==> src/rtl/interrupt_controller_if.sv <==
// Handshake bundle between the interrupt controller and the hazard control unit.
//   int_ack                  : hazard unit has entered its interrupt state (pulse)
//   int_return               : handler return has been issued (pulse)
//   interrupt                : request to the hazard unit
//   interrupt_vector_address : handler address of the current request
//   in_service               : a handler is executing
//   active_irq               : index of the requested or in-service line
// The master modport is the controller side; slave is the hazard unit side.
interface interrupt_controller_if;
   logic        int_ack;
   logic        int_return;
   logic        interrupt;
   logic [13:0] interrupt_vector_address;
   logic        in_service;
   logic [3:0]  active_irq;

   modport master (
      input  int_ack,
      input  int_return,
      output interrupt,
      output interrupt_vector_address,
      output in_service,
      output active_irq
   );

   modport slave (
      output int_ack,
      output int_return,
      input  interrupt,
      input  interrupt_vector_address,
      input  in_service,
      input  active_irq
   );
endinterface

==> src/rtl/interrupt_controller.sv <==
// Interrupt source for the hazard control unit. Latches rising edges of the
// request lines as pending, masks them with the enable register, picks the
// lowest-index candidate and raises one request with its vector address.
// The request is held until acknowledged, then the line is tracked as in
// service until the handler returns. No nesting.
//
// Ports:
//   clock, reset       : system clock, synchronous active-high reset
//   irq_lines          : raw request lines (rising edge = request)
//   irq_enable_we/wdata: enable register write port
//   global_enable      : 0 blocks new requests from being raised
//   pending            : pending register readback
//   irq_enable         : enable register readback
//   hz                 : handshake with the hazard unit (master side)
//
// state     | meaning
// ----------+-----------------------------------------------------------
// S_IDLE    | no request outstanding, selecting among enabled pending lines
// S_REQUEST | interrupt raised, index and vector frozen, waiting for int_ack
// S_SERVICE | handler running, waiting for int_return; no new requests
module interrupt_controller #(
   parameter int          NUM_IRQ       = 8,
   parameter logic [13:0] VECTOR_BASE   = 14'h0010,
   parameter int          VECTOR_STRIDE = 4
) (
   input  logic               clock,
   input  logic               reset,
   input  logic [NUM_IRQ-1:0] irq_lines,
   input  logic               irq_enable_we,
   input  logic [NUM_IRQ-1:0] irq_enable_wdata,
   input  logic               global_enable,
   output logic [NUM_IRQ-1:0] pending,
   output logic [NUM_IRQ-1:0] irq_enable,
   interrupt_controller_if.master hz
);

   typedef enum logic [1:0] {
      S_IDLE,
      S_REQUEST,
      S_SERVICE
   } state_t;

   state_t state;
   state_t state_next;

   logic [NUM_IRQ-1:0] irq_prev;
   logic [NUM_IRQ-1:0] edges;
   logic [NUM_IRQ-1:0] candidates;
   logic [NUM_IRQ-1:0] clr_mask;
   logic [3:0]         win_idx;
   logic [13:0]        win_vector;
   logic               load;
   logic               ack_take;

   assign edges      = irq_lines & ~irq_prev;
   assign candidates = pending & irq_enable;

   // Lowest index wins: scan from the top so the last hit is the lowest.
   always_comb begin
      win_idx = '0;
      for (int i = NUM_IRQ - 1; i >= 0; i--) begin
         if (candidates[i]) begin
            win_idx = 4'(i);
         end
      end
   end

   // 14-bit arithmetic gives the mod 2^14 wrap directly.
   assign win_vector = VECTOR_BASE + (14'(win_idx) * 14'(VECTOR_STRIDE));

   // An edge on the active line in the ack cycle re-sets the bit, because
   // the set term is OR-ed in after the clear.
   always_comb begin
      clr_mask = '0;
      for (int i = 0; i < NUM_IRQ; i++) begin
         clr_mask[i] = ack_take && (hz.active_irq == 4'(i));
      end
   end

   always_ff @(posedge clock) begin
      if (reset) begin
         state <= S_IDLE;
      end else begin
         state <= state_next;
      end
   end

   always_comb begin
      state_next = state;
      load       = 1'b0;
      ack_take   = 1'b0;
      case (state)
         S_IDLE: begin
            if (global_enable && (candidates != '0)) begin
               state_next = S_REQUEST;
               load       = 1'b1;
            end
         end
         S_REQUEST: begin
            if (hz.int_ack) begin
               state_next = S_SERVICE;
               ack_take   = 1'b1;
            end
         end
         S_SERVICE: begin
            if (hz.int_return) begin
               state_next = S_IDLE;
            end
         end
         default: begin
            state_next = S_IDLE;
         end
      endcase
   end

   always_ff @(posedge clock) begin
      if (reset) begin
         irq_prev                    <= '0;
         pending                     <= '0;
         irq_enable                  <= '0;
         hz.active_irq               <= '0;
         hz.interrupt_vector_address <= '0;
         hz.interrupt                <= 1'b0;
         hz.in_service               <= 1'b0;
      end else begin
         irq_prev <= irq_lines;
         pending  <= (pending & ~clr_mask) | edges;
         if (irq_enable_we) begin
            irq_enable <= irq_enable_wdata;
         end
         if (load) begin
            hz.active_irq               <= win_idx;
            hz.interrupt_vector_address <= win_vector;
         end
         hz.interrupt  <= (state_next == S_REQUEST);
         hz.in_service <= (state_next == S_SERVICE);
      end
   end

endmodule

==> src/flat_wrapper.sv <==
// flat-port wrapper written by rule: the top's interface ports become plain ports
module interrupt_controller_flat 
#(
   parameter int          NUM_IRQ       = 8,
   parameter logic [13:0] VECTOR_BASE   = 14'h0010,
   parameter int          VECTOR_STRIDE = 4
)
  (clock, reset, irq_lines, irq_enable_we, irq_enable_wdata, global_enable, pending, irq_enable, hz_int_ack, hz_int_return, hz_interrupt, hz_interrupt_vector_address, hz_in_service, hz_active_irq);
  interrupt_controller_if hz_i ();
  input  logic clock;
  input  logic reset;
  input  logic [NUM_IRQ-1:0] irq_lines;
  input  logic irq_enable_we;
  input  logic [NUM_IRQ-1:0] irq_enable_wdata;
  input  logic global_enable;
  output logic [NUM_IRQ-1:0] pending;
  output logic [NUM_IRQ-1:0] irq_enable;
  input wire logic [$bits(hz_i.int_ack)-1:0] hz_int_ack;
  input wire logic [$bits(hz_i.int_return)-1:0] hz_int_return;
  output wire logic [$bits(hz_i.interrupt)-1:0] hz_interrupt;
  output wire logic [$bits(hz_i.interrupt_vector_address)-1:0] hz_interrupt_vector_address;
  output wire logic [$bits(hz_i.in_service)-1:0] hz_in_service;
  output wire logic [$bits(hz_i.active_irq)-1:0] hz_active_irq;
  assign hz_i.int_ack = hz_int_ack;
  assign hz_i.int_return = hz_int_return;
  assign hz_interrupt = hz_i.interrupt;
  assign hz_interrupt_vector_address = hz_i.interrupt_vector_address;
  assign hz_in_service = hz_i.in_service;
  assign hz_active_irq = hz_i.active_irq;
  interrupt_controller #(.NUM_IRQ(NUM_IRQ), .VECTOR_BASE(VECTOR_BASE), .VECTOR_STRIDE(VECTOR_STRIDE)) u_core (.clock(clock), .reset(reset), .irq_lines(irq_lines), .irq_enable_we(irq_enable_we), .irq_enable_wdata(irq_enable_wdata), .global_enable(global_enable), .pending(pending), .irq_enable(irq_enable), .hz(hz_i));
endmodule
==> config.mk <==
export PLATFORM = sky130hd
export DESIGN_NAME = interrupt_controller_flat
export DESIGN_NICKNAME = d
export VERILOG_FILES = /design/src/rtl/interrupt_controller_if.sv /design/src/rtl/interrupt_controller.sv /design/src/flat_wrapper.sv
export SDC_FILE = /design/constraint.sdc
export NUM_CORES = 1
export LEC_CHECK = 0
export ABC_AREA = 1
export CORE_ASPECT_RATIO = 0.75
export CORE_MARGIN = 4
export CORE_UTILIZATION = 42
export DETAILED_ROUTE_END_ITERATION = 6
export HOLD_SLACK_MARGIN = 0.1
export PLACE_DENSITY = 0.79
export SYNTH_ARGS = -nofsm -noshare
export SYNTH_HDL_FRONTEND = slang
export SYNTH_SLANG_ARGS = --single-unit
==> constraint.sdc <==
create_clock -name clock -period 1.26 [get_ports clock]
set_clock_uncertainty 0.15 [all_clocks]
set_input_delay 0.126 -clock clock [delete_from_list [all_inputs] [get_ports clock]]
set_output_delay 0.126 -clock clock [all_outputs]
set_load 0.1 [all_outputs]
# ---- Yosys cells after proc, flatten, opt, wreduce, memory -nomap -nowiden
# Index checks and enable logic that the tools add are counted.
dict set report totals {
  regBits 46
  output_inout_bits 36
}
dict set report classes {
  n_addsub 1
  n_eq_ne 11
  muxes 16
  bitwise 6
  reduce_logical 12
}
# cell n
set ops {}
lappend ops {{bitwise AND 8 bit} 3}
lappend ops {{2-to-1 mux 3 bit} 8}
lappend ops {{== test 4 x 3 -> 1 bit (second input constant)} 4}
lappend ops {{inverter 8 bit} 2}
lappend ops {{logical AND 1 bit} 9}
lappend ops {{== test 4 x 2 -> 1 bit (second input constant)} 2}
lappend ops {{bitwise OR 8 bit} 1}
lappend ops {{nonzero test 8 bit} 1}
lappend ops {{adder 5 x 5 -> 6 bit (first input constant)} 1}
lappend ops {{2-to-1 mux 2 bit} 3}
lappend ops {{one-hot mux 2 bit (3 select lines)} 1}
lappend ops {{== test 2 x 1 -> 1 bit (second input constant)} 2}
lappend ops {{== test 2 bit (second input constant)} 2}
lappend ops {{== test 4 x 1 -> 1 bit (second input constant)} 1}
lappend ops {{zero test 4 bit} 1}
lappend ops {{2-to-1 mux 1 bit} 4}
lappend ops {{zero test 2 bit} 1}

# ---- Depth between registers and ports, before layout
# Gate-level depths: netlist (run 1).
dict set report depth {
  ltp_word 10
  ltp_mapped 10
  ltp_nobuf 10
}

# ---- Worst setup path before layout (run 1)
# No wires, ideal clock.
dict set report synth_timing {
  kind {reg-to-reg}
  from {register u_core.pending[4]}
  to {register u_core.hz.active_irq[1]}
  setup_time_ns 0.116
  t_arrival_ns 1.627
  required_ns 0.994
  slack_ns -0.633
  stages_incl_launch_ff 8
  path_buffers 0
  period_less_slack_ns 1.893
  path_cell_list {dfxtp_1 nand2_2 nand4_4 nor2_4 nor2_4 nand2_2 o21ai_2 nor2_2}
}
dict set report synth_via {
  elab_chain_len 6
}
# element line
set synth_lines {}
lappend synth_lines {{start: declaration} interrupt_controller.sv:32} ;# output logic [NUM_IRQ-1:0] pending,
lappend synth_lines {{start signal: assignment} interrupt_controller.sv:127} ;# pending <= (pending & ~clr_mask) | edges;
lappend synth_lines {{bitwise AND 8 bit (*)} interrupt_controller.sv:56} ;# assign candidates = pending & irq_enable;
lappend synth_lines {{2-to-1 mux 3 bit (5 in series)} interrupt_controller.sv:62} ;# if (candidates[i]) begin
lappend synth_lines {{end signal: assignment} interrupt_controller.sv:132} ;# hz.active_irq <= win_idx;
lappend synth_lines {{end: declaration} interrupt_controller_if.sv:23} ;# output active_irq
# Mark *: on every way between the ends. The rest lies on a longest branch, timed or not.
# A chain may end at the register's enable or synchronous reset.

# ---- Worst setup path in the final report (run 1)
dict set report layout_timing {
  from {register u_core.pending[3]}
  to {register u_core.hz.active_irq[1]}
}
dict set report layout_via {
  elab_chain_len 5
}
# element line
set layout_lines {}
lappend layout_lines {{bitwise AND 8 bit (*)} interrupt_controller.sv:56}
lappend layout_lines {{nonzero test 8 bit or 2-to-1 mux 3 bit (tied branches)} {interrupt_controller.sv:94, interrupt_controller.sv:62}}
lappend layout_lines {{logical AND 1 bit or 2-to-1 mux 3 bit (tied branches)} {interrupt_controller.sv:94, interrupt_controller.sv:62}}
lappend layout_lines {{2-to-1 mux 1 bit or 2-to-1 mux 3 bit (tied branches)} {interrupt_controller.sv:94, interrupt_controller.sv:62}}
lappend layout_lines {{2-to-1 mux 1 bit or 2-to-1 mux 3 bit (tied branches)} {interrupt_controller.sv:92, interrupt_controller.sv:62}}
# Marked as above.

==> metrics.md, run 1 <==
| Metric | Value |
|---|---|
| Outcome | finished, violations left |
| Failing checks | setup timing |
| CP startpoint kind | register |
| Maxcap violations | 0 |
| Final GP Congestion | between 0.8 and 0.9 |
| Yosys warns | 0 |
| Netlist cell types | 25 |
| CP max stage cell | dfxtp_4 |
| Avg Cell Area, Syn | 8.06 um2 |
| Cell Rows | 17 |
| Largest net degree at the start of global routing | 15 |
| Sw Ratio | 41.4% |
| GRT overflow | 0 |
| Layout Nets | 258 |
| Number of fill cells | 200 |
| Psw | roughly 1.4 mW |
| Share of cells above drive strength 1 | 40.5% |
| Port bufs | 46 |
| Antenna violations before repair | 0 |
| Die Height | 57.9 um |
| CTS tree | yes |
| Layout area overhead | 73.2% |
| # setup viols final | 1 |
| Worst path required time | between 1 and 1.5 ns |
| Met2 Routed Length | 1.65 mm |
| Mapped Area | 0.00139 mm2 |
| CP Data Arrival Time | 1.32 ns |
| Routed length per instance | about 13 um |
| Core ar. | 0.00306 mm2 |
| Max stage delay on crit path | 0.36 ns |
| Sequential power share | 35.9% |
| Critical-path cell list | nand2_4, nand2_4, inv_4, nand2_4, nor2_4, nor2_4, nand2_2, o21ai_2, nor2_2 |
| Fin crit share | 103% |
| Delay-heaviest family, CP | simple AND/OR/NAND/NOR gates |
| First-pass GRT wire length | 5.60 mm |
| Cell mode on critical path | nand2_4 |
| Max FO, Critical Path | 4 |
| Setup slack after layout | -0.0381 ns |
| # DRC | 0 |
| CP Capture Type | register |
| Setup WS pre-CTS | -0.147 ns |
| M1 WL | ~1.6 mm |
| Clock Power Share | between 20% and 30% |
| Dpl hpwl | between 2 and 3 mm |
| Clk sink count | 32 |
| Clk buf depth | 2 |
| Hold WS | 0.243 ns |
| Drt first-iter violations | 47 |
| Antenna-violating nets left | 0 |
| Routed vias | 1296 |
| Final Hold Fails | 0 |
| Power Dens Cells | between 1000 and 1500 mW/mm2 |
| Register area share after synthesis | a little under half |
| Register bit total from synthesis | 32 |
| Ports | just under 60 |
| Leakage | 1.12 nW |
| Top Metal Used | met4 |
| Achievable frequency | 770 MHz |
| VDD IR-drop max | 0.926 mV |
| Reg area | 713 um2 |
| Synth Instances | 173 |
| DIE WIDTH | 74.5 um |
| Vias in the first global route | 1243 |
| Die ar. | 0.00431 mm2 |
| Tot Pwr | approximately 3.4 mW |
| Clk_lat worst skew | 0.28 ns |
| H-tree depth | 2 |
| RSZ-0062 raised after global routing | yes |
| Min Tclk post-route | 1.30 ns |
| Worst-path clk slew | 0.07 ns |
| Multi-input gate area | 646 um2 |
| Initial Utilization | 45.5% |
| P_int | 1.97 mW |
| Hold Path Class | in -> reg |
| Critical setup path kind | reg -> reg |
| Final Max Slew Viols | 0 |
| TritonCTS Buffers | 5 |
| Vias per std cell | 4.71 |
| Gr usage total | 16.8% |
| Met3 routed WL | about 300 um |
| CTS root buf | clkbuf_8 |
| Antenna diodes | 0 |
| Final wirelength | 3.60 mm |
| DR pass1 iterations | 4 |
| CP bufs+invs | 1 |
| Combinational power share | between 40% and 50% |
==> synthesized netlist by cell type, drive strengths merged <==
| cell type | count | share of area (%) |
|---|---|---|
| dfxtp | 32 | 46 |
| nor2 | 23 | 7.5 |
| nand3 | 9 | 3.2 |
| nand4 | 2 | 2.0 |
| o22ai | 8 | 3.6 |
| conb | 1 | 0.27 |
| nand2 | 34 | 12 |
| a21oi | 7 | 2.8 |
| buf | 15 | 7.9 |
| nor3 | 1 | 0.72 |
| o21ai | 19 | 7.9 |
| inv | 21 | 5.8 |
| clkbuf | 1 | 0.36 |
==> final timing paths <==
path | cells past startpoint | slack (ns) | to | start
setup / recovery | 9 | -0.04 | u_core.hz.active_irq[1] | u_core.pending[3]
hold reg to reg | 1 | 0.27 | u_core.pending[6] | u_core.irq_prev[6]
setup reg to reg | 9 | -0.04 | u_core.hz.active_irq[1] | u_core.pending[3]
hold / removal | 3 | 0.24 | u_core.irq_prev[2] | irq_lines[2]
==> through the flow <==
stage / cell area, um2 / util [%] / instances / TNS, ns
after floorplan: 1520 / - / 183 / -0.306
final: 2410 / 78.8 / 275 / -0.0381
after detailed placement: 2230 / 72.7 / 258 / -1.16
after CTS: 2360 / 77.0 / 273 / 0
after global routing: 2410 / 78.8 / 275 / -0.218
after global placement: 2230 / 72.7 / 258 / -0.777
==> what timing repair did <==
item / 4_1_cts / 5_1_grt
pin swaps: 2 / 6
buffers inserted: 7 / 2
hold buffers: 0 / 0
setup endpoints to repair: 2 / 7
resized for setup: 0 / 14
==> worst min-delay path, cell delays in order <==
cell             delay [ns]
clkdlybuf4s50_1        0.39
nand2_1                0.08
inv_1                  0.04
==> kinds of logic (layout without fill, tap and decap cells) <==
kind of cell           count (synthesis)  after routing  share of synthesized area, %
AND/OR/NAND/NOR                       69             69                          25.4
AO/OA/AOI/OAI                         34             34                          14.3
buffers and inverters                 37             91                          14.1
flip-flops                            32             32                          46.0
other                                  1             11                         0.269
==> state kept, by name, indices dropped and copies added, names as in the netlist <==
register / count
u_core.hz.active_irq: 3
u_core.hz.in_service: 1
u_core.hz.interrupt: 1
u_core.hz.interrupt_vector_address: 1
u_core.irq_enable: 8
u_core.irq_prev: 8
u_core.pending: 8
u_core.state: 2
==> per-layer routing <==
metal  track usage (%)  up-vias
li1                  -      664
met1              22.4      578
met2              25.2       47
met3              5.89        7
met4              6.09        0
met5                 0        -
==> final cells by class <==
type                            count  share of cell area [%]
Clock inverter                      1                   0.207
Timing Repair Buffer               62                    34.9
Clock buffer                        7                    3.16
Multi-Input combinational cell    114                    26.7
Inverter                           21                    3.47
Tap cell                           38                    1.97
Sequential cell                    32                    29.5
==> power groups by stage <==
stage / combinational (mW) / sequential (mW) / clock, mW
3_3_place_gp: 1.33 / 1.23 / 0
4_1_cts: 1.40 / 1.20 / 0.751
2_1_floorplan: 0.490 / 1.63 / 0
5_1_grt: 1.48 / 1.22 / 0.795
6_report: 1.42 / 1.21 / 0.737
3_5_place_dp: 1.35 / 1.23 / 0
==> cell usage in the layout (no fill, tap or decap), drive strengths merged <==
cell type       n
buf            41
nand2          34
dfxtp          32
nor2           23
clkdlybuf4s50  21
inv            21
o21ai          19
conb           11
nand3           9
o22ai           8
a21oi           7
clkbuf          7
nand4           2
nor3            1
clkinv          1
No activity file was read; power rests on OpenSTA's default activity.
==> inputs of run 2 (changes only) <==
--- a/config.mk
+++ b/config.mk
@@ -6,6 +6,7 @@
 export NUM_CORES = 1
 export LEC_CHECK = 0
 export ABC_AREA = 1
+export CAP_MARGIN = 15
 export CORE_ASPECT_RATIO = 0.75
 export CORE_MARGIN = 4
 export CORE_UTILIZATION = 42
==> results of run 2 <==
Final layout, timing and power as in run 1 (identical DEF).
